==> config.mk <==
export PLATFORM = sky130hd
export DESIGN_NAME = evu_event_filter_fifo
export DESIGN_NICKNAME = d
export VERILOG_FILES = /design/src/rtl/evu_event_filter_fifo.sv
export SDC_FILE = /design/constraint.sdc
export NUM_CORES = 2
export LEC_CHECK = 0
export CORE_UTILIZATION = 50
export CTS_CLUSTER_DIAMETER = 80
export DETAILED_ROUTE_END_ITERATION = 7
export PLACE_DENSITY = 0.68
export SYNTH_ARGS = -nofsm -noshare
export SYNTH_HDL_FRONTEND = slang
export SYNTH_SLANG_ARGS = --single-unit
==> constraint.sdc <==
create_clock -name clk_i -period 3.4 [get_ports clk_i]
set_input_delay 0.68 -clock clk_i [delete_from_list [all_inputs] [get_ports clk_i]]
set_output_delay 0.68 -clock clk_i [all_outputs]
set_load 0.02 [all_outputs]
==> src/rtl/evu_event_filter_fifo.sv <==
// ---------------------------------------------------------------------------
// evu_event_filter_fifo
//
// Event unit sitting between the core event sources and the SPU. Each channel
// picks one raw event strobe and qualifies it with a privilege mask. A set of
// commit-PC range comparators flags commits that fall inside a configured
// window. Every cycle with at least one channel fire or a PC hit becomes one
// {e_id, e_info} record. Records go through a small FIFO with a valid/ready
// output. Records that arrive while the FIFO is full are counted as drops.
//
// Pipeline: inputs of cycle N are qualified and registered at edge N+1. The
// record is pushed at edge N+2. There is no bypass path from the inputs to
// the FIFO output.
//
// Ports
//   clk_i          clock
//   rst_ni         asynchronous active-low reset
//   evt_i          raw single-cycle event strobes
//   commit_vld_i   pc_commit_i is valid this cycle
//   pc_commit_i    committing PC (VLEN bits)
//   priv_lvl_i     privilege: 01 M, 10 S, 11 U
//   asid_i         current ASID
//   debug_mode_i   core in debug mode; suppresses all events
//   cfg_we_i       config write strobe
//   cfg_re_i       config read strobe
//   cfg_addr_i     config word address
//   cfg_wdata_i    config write data
//   cfg_rdata_o    config read data, valid the cycle after cfg_re_i
//   out_valid_o    FIFO head valid
//   out_ready_i    consumer accepts the head
//   out_e_id_o     {pc_hit, ch_fire[NUM_CH-1:0]}
//   out_e_info_o   {pc_idx, priv, asid}
//   overflow_o     sticky flag: a record was dropped
//
// Config map (word addresses)
//   0x00       CTRL: [0] enable, [1] clear drops (write-1), [31] overflow (RO)
//   0x01       DROP_CNT (RO, saturating)
//   0x08+i     CH_i: [EVT_SEL_W-1:0] sel, [16] M, [17] S, [18] U, [31] enable
//   0x20+4k+j  PC_k: j=0 lo[31:0], 1 lo[VLEN-1:32], 2 hi[31:0], 3 hi[VLEN-1:32]
// ---------------------------------------------------------------------------
module evu_event_filter_fifo #(
    parameter int NUM_EVT    = 16,
    parameter int NUM_CH     = 4,
    parameter int NUM_PC     = 4,
    parameter int ASID_WIDTH = 1,
    parameter int FIFO_DEPTH = 4,
    parameter int CFG_AW     = 6,
    parameter int VLEN       = 64,
    localparam int EVT_SEL_W = $clog2(NUM_EVT),
    localparam int PC_IDX_W  = (NUM_PC > 1) ? $clog2(NUM_PC) : 1,
    localparam int E_ID_W    = NUM_CH + 1,
    localparam int E_INFO_W  = PC_IDX_W + 2 + ASID_WIDTH
) (
    input  logic                  clk_i,
    input  logic                  rst_ni,
    input  logic [NUM_EVT-1:0]    evt_i,
    input  logic                  commit_vld_i,
    input  logic [VLEN-1:0]       pc_commit_i,
    input  logic [1:0]            priv_lvl_i,
    input  logic [ASID_WIDTH-1:0] asid_i,
    input  logic                  debug_mode_i,
    input  logic                  cfg_we_i,
    input  logic                  cfg_re_i,
    input  logic [CFG_AW-1:0]     cfg_addr_i,
    input  logic [31:0]           cfg_wdata_i,
    output logic [31:0]           cfg_rdata_o,
    output logic                  out_valid_o,
    input  logic                  out_ready_i,
    output logic [E_ID_W-1:0]     out_e_id_o,
    output logic [E_INFO_W-1:0]   out_e_info_o,
    output logic                  overflow_o
);

    localparam int HI_W  = VLEN - 32;
    localparam int REC_W = E_ID_W + E_INFO_W;
    localparam int PTR_W = (FIFO_DEPTH > 1) ? $clog2(FIFO_DEPTH) : 1;

    // ------------------------------------------------------------------
    // Configuration registers
    // ------------------------------------------------------------------
    logic                 r_en;
    logic [EVT_SEL_W-1:0] r_ch_sel  [NUM_CH];
    logic [2:0]           r_ch_mask [NUM_CH];   // {U, S, M}
    logic [NUM_CH-1:0]    r_ch_en;
    logic [VLEN-1:0]      r_pc_lo   [NUM_PC];
    logic [VLEN-1:0]      r_pc_hi   [NUM_PC];
    logic [31:0]          r_drop_cnt;
    logic                 r_ovf;
    logic [31:0]          r_rdata;

    logic                 w_clr;
    logic [31:0]          w_rd_val;

    assign w_clr = cfg_we_i && (cfg_addr_i == CFG_AW'(0)) && cfg_wdata_i[1];

    always_ff @(posedge clk_i or negedge rst_ni) begin
        if (!rst_ni) begin
            r_en    <= 1'b0;
            r_ch_en <= '0;
            for (int i = 0; i < NUM_CH; i++) begin
                r_ch_sel[i]  <= '0;
                r_ch_mask[i] <= '0;
            end
            for (int k = 0; k < NUM_PC; k++) begin
                r_pc_lo[k] <= '0;
                r_pc_hi[k] <= '0;
            end
        end else if (cfg_we_i) begin
            if (cfg_addr_i == CFG_AW'(0)) begin
                r_en <= cfg_wdata_i[0];
            end
            for (int i = 0; i < NUM_CH; i++) begin
                if (cfg_addr_i == CFG_AW'(8 + i)) begin
                    r_ch_sel[i]  <= cfg_wdata_i[EVT_SEL_W-1:0];
                    r_ch_mask[i] <= cfg_wdata_i[18:16];
                    r_ch_en[i]   <= cfg_wdata_i[31];
                end
            end
            for (int k = 0; k < NUM_PC; k++) begin
                if (cfg_addr_i == CFG_AW'(32 + 4*k)) begin
                    r_pc_lo[k][31:0] <= cfg_wdata_i;
                end
                if (cfg_addr_i == CFG_AW'(33 + 4*k)) begin
                    r_pc_lo[k][VLEN-1:32] <= cfg_wdata_i[HI_W-1:0];
                end
                if (cfg_addr_i == CFG_AW'(34 + 4*k)) begin
                    r_pc_hi[k][31:0] <= cfg_wdata_i;
                end
                if (cfg_addr_i == CFG_AW'(35 + 4*k)) begin
                    r_pc_hi[k][VLEN-1:32] <= cfg_wdata_i[HI_W-1:0];
                end
            end
        end
    end

    // Read mux; anything not decoded reads as zero.
    always_comb begin
        w_rd_val = '0;
        if (cfg_addr_i == CFG_AW'(0)) begin
            w_rd_val[0]  = r_en;
            w_rd_val[31] = r_ovf;
        end
        if (cfg_addr_i == CFG_AW'(1)) begin
            w_rd_val = r_drop_cnt;
        end
        for (int i = 0; i < NUM_CH; i++) begin
            if (cfg_addr_i == CFG_AW'(8 + i)) begin
                w_rd_val[EVT_SEL_W-1:0] = r_ch_sel[i];
                w_rd_val[18:16]         = r_ch_mask[i];
                w_rd_val[31]            = r_ch_en[i];
            end
        end
        for (int k = 0; k < NUM_PC; k++) begin
            if (cfg_addr_i == CFG_AW'(32 + 4*k)) begin
                w_rd_val = r_pc_lo[k][31:0];
            end
            if (cfg_addr_i == CFG_AW'(33 + 4*k)) begin
                w_rd_val[HI_W-1:0] = r_pc_lo[k][VLEN-1:32];
            end
            if (cfg_addr_i == CFG_AW'(34 + 4*k)) begin
                w_rd_val = r_pc_hi[k][31:0];
            end
            if (cfg_addr_i == CFG_AW'(35 + 4*k)) begin
                w_rd_val[HI_W-1:0] = r_pc_hi[k][VLEN-1:32];
            end
        end
    end

    // Read data returns to zero when no read is in flight.
    always_ff @(posedge clk_i or negedge rst_ni) begin
        if (!rst_ni) begin
            r_rdata <= '0;
        end else if (cfg_re_i) begin
            r_rdata <= w_rd_val;
        end else begin
            r_rdata <= '0;
        end
    end

    assign cfg_rdata_o = r_rdata;

    // ------------------------------------------------------------------
    // Stage 1: qualify events and PC commits
    // ------------------------------------------------------------------
    logic [NUM_CH-1:0]     w_priv_ok;
    logic [NUM_CH-1:0]     w_fire;
    logic [NUM_PC-1:0]     w_pc_match;
    logic                  w_pc_hit;
    logic [PC_IDX_W-1:0]   w_pc_idx;

    always_comb begin
        w_priv_ok = '0;
        w_fire    = '0;
        for (int i = 0; i < NUM_CH; i++) begin
            case (priv_lvl_i)
                2'b01:   w_priv_ok[i] = r_ch_mask[i][0];
                2'b10:   w_priv_ok[i] = r_ch_mask[i][1];
                2'b11:   w_priv_ok[i] = r_ch_mask[i][2];
                default: w_priv_ok[i] = 1'b0;
            endcase
            w_fire[i] = r_en & r_ch_en[i] & evt_i[r_ch_sel[i]] & w_priv_ok[i]
                        & ~debug_mode_i;
        end
    end

    // Half-open window lo <= pc < hi; an inverted or empty window (hi <= lo)
    // can never satisfy both bounds. Scanning downwards leaves the lowest
    // matching comparator index in w_pc_idx.
    always_comb begin
        w_pc_match = '0;
        w_pc_idx   = '0;
        for (int k = NUM_PC - 1; k >= 0; k--) begin
            w_pc_match[k] = (pc_commit_i >= r_pc_lo[k]) && (pc_commit_i < r_pc_hi[k]);
            if (w_pc_match[k]) begin
                w_pc_idx = PC_IDX_W'(k);
            end
        end
        w_pc_hit = r_en & commit_vld_i & ~debug_mode_i & (|w_pc_match);
        if (!w_pc_hit) begin
            w_pc_idx = '0;
        end
    end

    logic [NUM_CH-1:0]     r_s1_fire;
    logic                  r_s1_hit;
    logic [PC_IDX_W-1:0]   r_s1_idx;
    logic [1:0]            r_s1_priv;
    logic [ASID_WIDTH-1:0] r_s1_asid;

    always_ff @(posedge clk_i or negedge rst_ni) begin
        if (!rst_ni) begin
            r_s1_fire <= '0;
            r_s1_hit  <= 1'b0;
            r_s1_idx  <= '0;
            r_s1_priv <= '0;
            r_s1_asid <= '0;
        end else begin
            r_s1_fire <= w_fire;
            r_s1_hit  <= w_pc_hit;
            r_s1_idx  <= w_pc_idx;
            r_s1_priv <= priv_lvl_i;
            r_s1_asid <= asid_i;
        end
    end

    // ------------------------------------------------------------------
    // Stage 2: record FIFO
    // ------------------------------------------------------------------
    logic [REC_W-1:0]  w_rec;
    logic              w_push;
    logic              w_full;
    logic              w_valid;
    logic              w_pop;
    logic              w_push_ok;
    logic              w_drop;

    logic [REC_W-1:0]  r_mem [FIFO_DEPTH];
    logic [PTR_W-1:0]  r_wr_ptr;
    logic [PTR_W-1:0]  r_rd_ptr;
    logic [PTR_W:0]    r_count;

    assign w_rec     = {r_s1_hit, r_s1_fire, r_s1_idx, r_s1_priv, r_s1_asid};
    assign w_push    = r_s1_hit | (|r_s1_fire);
    assign w_full    = (r_count == (PTR_W+1)'(FIFO_DEPTH));
    assign w_valid   = (r_count != '0);
    assign w_pop     = w_valid & out_ready_i;
    // A pop in the same cycle frees the slot, so a full FIFO still accepts.
    assign w_push_ok = w_push & (~w_full | w_pop);
    assign w_drop    = w_push & w_full & ~w_pop;

    always_ff @(posedge clk_i or negedge rst_ni) begin
        if (!rst_ni) begin
            r_wr_ptr <= '0;
            r_rd_ptr <= '0;
            r_count  <= '0;
        end else begin
            if (w_push_ok) begin
                r_wr_ptr <= r_wr_ptr + 1'b1;
            end
            if (w_pop) begin
                r_rd_ptr <= r_rd_ptr + 1'b1;
            end
            case ({w_push_ok, w_pop})
                2'b10:   r_count <= r_count + 1'b1;
                2'b01:   r_count <= r_count - 1'b1;
                default: r_count <= r_count;
            endcase
        end
    end

    // Storage is not reset; the head is masked to zero whenever it is empty.
    always_ff @(posedge clk_i) begin
        if (w_push_ok) begin
            r_mem[r_wr_ptr] <= w_rec;
        end
    end

    logic [REC_W-1:0] w_head;

    assign w_head       = w_valid ? r_mem[r_rd_ptr] : '0;
    assign out_valid_o  = w_valid;
    assign out_e_id_o   = w_head[REC_W-1:E_INFO_W];
    assign out_e_info_o = w_head[E_INFO_W-1:0];

    // ------------------------------------------------------------------
    // Drop accounting; a clear in the same cycle as a drop wins.
    // ------------------------------------------------------------------
    always_ff @(posedge clk_i or negedge rst_ni) begin
        if (!rst_ni) begin
            r_drop_cnt <= '0;
            r_ovf      <= 1'b0;
        end else if (w_clr) begin
            r_drop_cnt <= '0;
            r_ovf      <= 1'b0;
        end else if (w_drop) begin
            if (r_drop_cnt != '1) begin
                r_drop_cnt <= r_drop_cnt + 1'b1;
            end
            r_ovf <= 1'b1;
        end
    end

    assign overflow_o = r_ovf;

endmodule

==> impl_metrics.tcl <==
set metrics [dict create \
    drc_errors 0 \
    post-cts-setup-buffers 0 \
    critPathBufInv 3 \
    grt_max_degree 96 \
    worst_slew_pin_slew_ns 1.26 \
    critPathTopFamily "buffers and inverters" \
    grt_pass1_wl_um 254000 \
    synth_most_common_cell "dfrtp_1" \
    synth_seq_cells 667 \
    vias_per_cell 6.40 \
    p_leak_nw 24.4 \
    ys.flop_type "dfrtp_1" \
    antenna_left 0 \
    syn_to_final_growth_pct 24.3 \
    crit_arrival_ns 3.91 \
    rsz0062_at_grt "false" \
    clk-insertion-delay-late_ns 0.66 \
    pwr-share-seq_pct 39.3 \
    yosys.area.top_type "dfrtp_1" \
    design.die.area_sq_um 85800 \
    met2_length_um 77500 \
    hold_viol 0 \
    synth_area_leaders "dfrtp_1 (37%), ha_1 (15%), mux2_2 (15%)" \
    dr.first_iter.drc_count 4487 \
    crit_fanout 5 \
    cts_sinks 667 \
    reg2reg_from "r_pc_hi[83]" \
    wl_per_cell_um 30.5 \
    yosysTopAreaCellShare_pct 37.1 \
    synth_warnings 0 \
    timing.fmax_mhz 297 \
    drt-met1-wl_um 68800 \
    setup_slack_ns 0.0286 \
    numPortBuffers 171 \
    ioPinCount 172 \
    fill_cells 6883 \
    critPathCaptureType "register" \
    p_switching_w 0.00802 \
    period_minus_slack_ns 3.37 \
    vias 37400 \
    grt_pass1_vias 36600 \
    crit_type "input pin to register" \
    top_layer "met5" \
    ff2ff_path_depth 12 \
    cp.required_ns 3.94 \
    clockPowerShare_pct 35.5 \
    die_w_um 293 \
    holdCritPathClass "input pin to register" \
    wl_met3_um 18300 \
    core_sq_um 83700 \
    syn_nets 4635 \
    slew_violations 0 \
    max-vdd-ir-drop_uv 406 \
    ys_types 77 \
    reg2reg_slack_ns 0.15 \
    overflow 0 \
    powerDensity_nw_per_um2 479 \
    cts_tree "built" \
    antenna_found_initial 6 \
    min_from "asid_i" \
    r2r-end "r_s1_hit" \
    status "complete, no violations" \
    pre_cts_ws_ns -1.01 \
    drtPass1Iterations 7 \
    clock_tree.root_cell "clkbuf_16" \
    h-tree-depth 3 \
    syn_area_sq_um 42300 \
    cp_slowest_cell "clkdlybuf4s50_1" \
    startpoint_type "input pin" \
    p_sw_share_pct 31.8 \
    num-nets-final 5282 \
    path_clk_slew_ns 0.06 \
    relSlewSlack_pct 13.6 \
    setup-tns-final_ns 0 \
    cpPeakStageDelay_ns 0.67 \
    synth_edf_count 40 \
    drt_wl_total_um 178000 \
    cap_violations 0 \
    numCtsBuffers 79 \
    cp_common_cell "buf_4" \
    holdWs_ns 0.480 \
    period_share_pct 99.2 \
    min_path_cells 1 \
    drive_gt1_share_pct 28.6 \
    synthArstFlopShare_pct 94.0 \
    path_cells "clkdlybuf4s50_1, ha_1, nand4_1, buf_4, or4_1, o31ai_2, a211oi_2, o31ai_1, buf_4, nand2_1, and3b_1" \
    hold-path-endpoint "r_s1_asid" \
    synth_commonest_cells "dfrtp_1 (627), mux2_2 (547), inv_1 (529)" \
    gp_congestion 1.06 \
    pwr-share-comb_pct 25.2 \
    fp.dieH_um 293 \
    ys_seq_area_share_pct 39.9 \
    power_report.internal_total_w 0.0172 \
    start_util_pct 50.6 \
    finalClockSkew_ns 0.0230 \
    finalSetupViolCount 0 \
    dp_hpwl_um 137000 \
    cts_buffer_depth 3 \
    track_usage_pct 41.3 \
    avgSynthCellArea_sq_um 10.6 \
    synth_cells 3993 \
    rows 106 \
    crit_path_start "pc_commit_i[30]" \
]
## repair_timing
item	4_1_cts	5_1_grt
hold buffers	1	0
endpoints found under the setup margin	3	3
gates cloned	0	0
pin swaps	0	1
endpoints found under the hold margin	33	0
gates resized for setup	6	17
## metal layers
metal | global-route usage (%) | up-vias
met4 | 26.6 | 8
li1 | - | 15900
met3 | 9.33 | 598
met1 | 53.3 | 18600
met2 | 62.5 | 2264
met5 | 0 | -
## stage by stage
step	area, sq um	total power [W]	utilization [%]	instances
CTS	52500	0.0250	62.7	5839
global route	52600	0.0261	62.8	5839
detailed placement	49800	0.0161	59.4	5692
global placement	49800	0.0160	59.4	5692
finish	52600	0.0252	62.8	5844
floorplan	42300	0.0131	-	3993
## registers in the layout, indices dropped and copies added (netlist names)
| name | cells |
|---|---|
| overflow_o | 1 |
| r_ch_sel | 16 |
| r_pc_hi | 256 |
| r_ch_mask | 12 |
| r_mem | 40 |
| r_count | 3 |
| r_s1_asid | 1 |
| r_s1_hit | 1 |
| cfg_rdata_o | 32 |
| r_en | 1 |
| r_pc_lo | 256 |
| r_wr_ptr | 2 |
| r_rd_ptr | 2 |
| r_s1_priv | 2 |
| r_ch_en | 4 |
| r_drop_cnt | 32 |
| r_s1_fire | 4 |
| r_s1_idx | 2 |
## worst register-to-register path, stage by stage, from the launching register on
cell and delay [ns]:
dfrtp_1 0.39, inv_1 0.20, ha_1 0.30, nand4_1 0.17, nor4_1 0.08, buf_4 0.15, a221oi_1 0.41, o211a_1 0.30
o311ai_1 0.16, a2111oi_4 0.42, buf_4 0.17, o21ai_0 0.14, a41oi_1 0.24
## worst max path at each step
| stage | end | slack [ns] | cells past startpoint |
|---|---|---|---|
| 2_1_floorplan | r_s1_hit | 0.67 | 9 |
| 3_3_place_gp | r_s1_hit | -0.93 | 13 |
| 3_5_place_dp | r_s1_hit | -1.01 | 13 |
| 4_1_cts | r_s1_idx[1] | 0.02 | 11 |
| 5_1_grt | r_s1_idx[0] | 0.0005 | 14 |
| 6_report | r_s1_idx[1] | 0.03 | 11 |
## cell families (layout without fill, tap and decap cells)
group	count (synthesis)	count (layout)	synth area share, %
AOI/OAI and AO/OA	827	827	13.1
xor gates and xnor gates	33	33	0.683
adders and majority gates	514	514	15.2
buffers and inverters	704	1416	6.51
DFF	667	667	39.9
muxes	596	596	16.8
other	0	5	0
and+or+nand+nor	652	652	7.76
## placed cells by master, fill, tap and decap left out, types with 19 or more instances in the layout
cell type	count
a211oi_1	40
and4_1	20
buf_12	59
o211ai_1	32
and2_1	20
clkbuf_16	84
a221oi_1	47
clkinv_2	20
mux2_2	547
nand2_1	142
inv_1	529
ha_1	513
o21ai_0	153
a21oi_1	191
nand3_1	80
xor2_1	21
nor3_1	43
a222oi_1	37
buf_4	510
clkdlybuf4s50_1	168
nor2_1	144
a2111oi_0	27
nand4_1	70
a22oi_1	54
nor2b_1	19
a21o_1	38
mux4_2	35
o221ai_1	20
o22ai_1	49
dfrtp_1	627
edfxtp_1	40
a31oi_1	33
o21a_1	20
## layout make-up
type	instances	area [sq um]	area share, %
multi-input cells	2622	22800	43.4
flip-flops and latches	667	16900	32.1
repair buffers	741	6730	12.8
clock buffers	108	2340	4.45
inverters	529	1990	3.78
well taps	1134	1420	2.70
clock inverters	38	382	0.726
diodes	5	12.5	0.0238
## power groups by stage
stage | Sequential [W] | Clock [W] | Combinational (W)
CTS | 0.00984 | 0.00899 | 0.00621
global route | 0.00996 | 0.00929 | 0.00690
finish | 0.00990 | 0.00894 | 0.00635
global placement | 0.00995 | 0 | 0.00604
floorplan | 0.00956 | 0 | 0.00351
detailed placement | 0.00998 | 0 | 0.00614
Note: power is estimated with default switching activity, not from simulation.
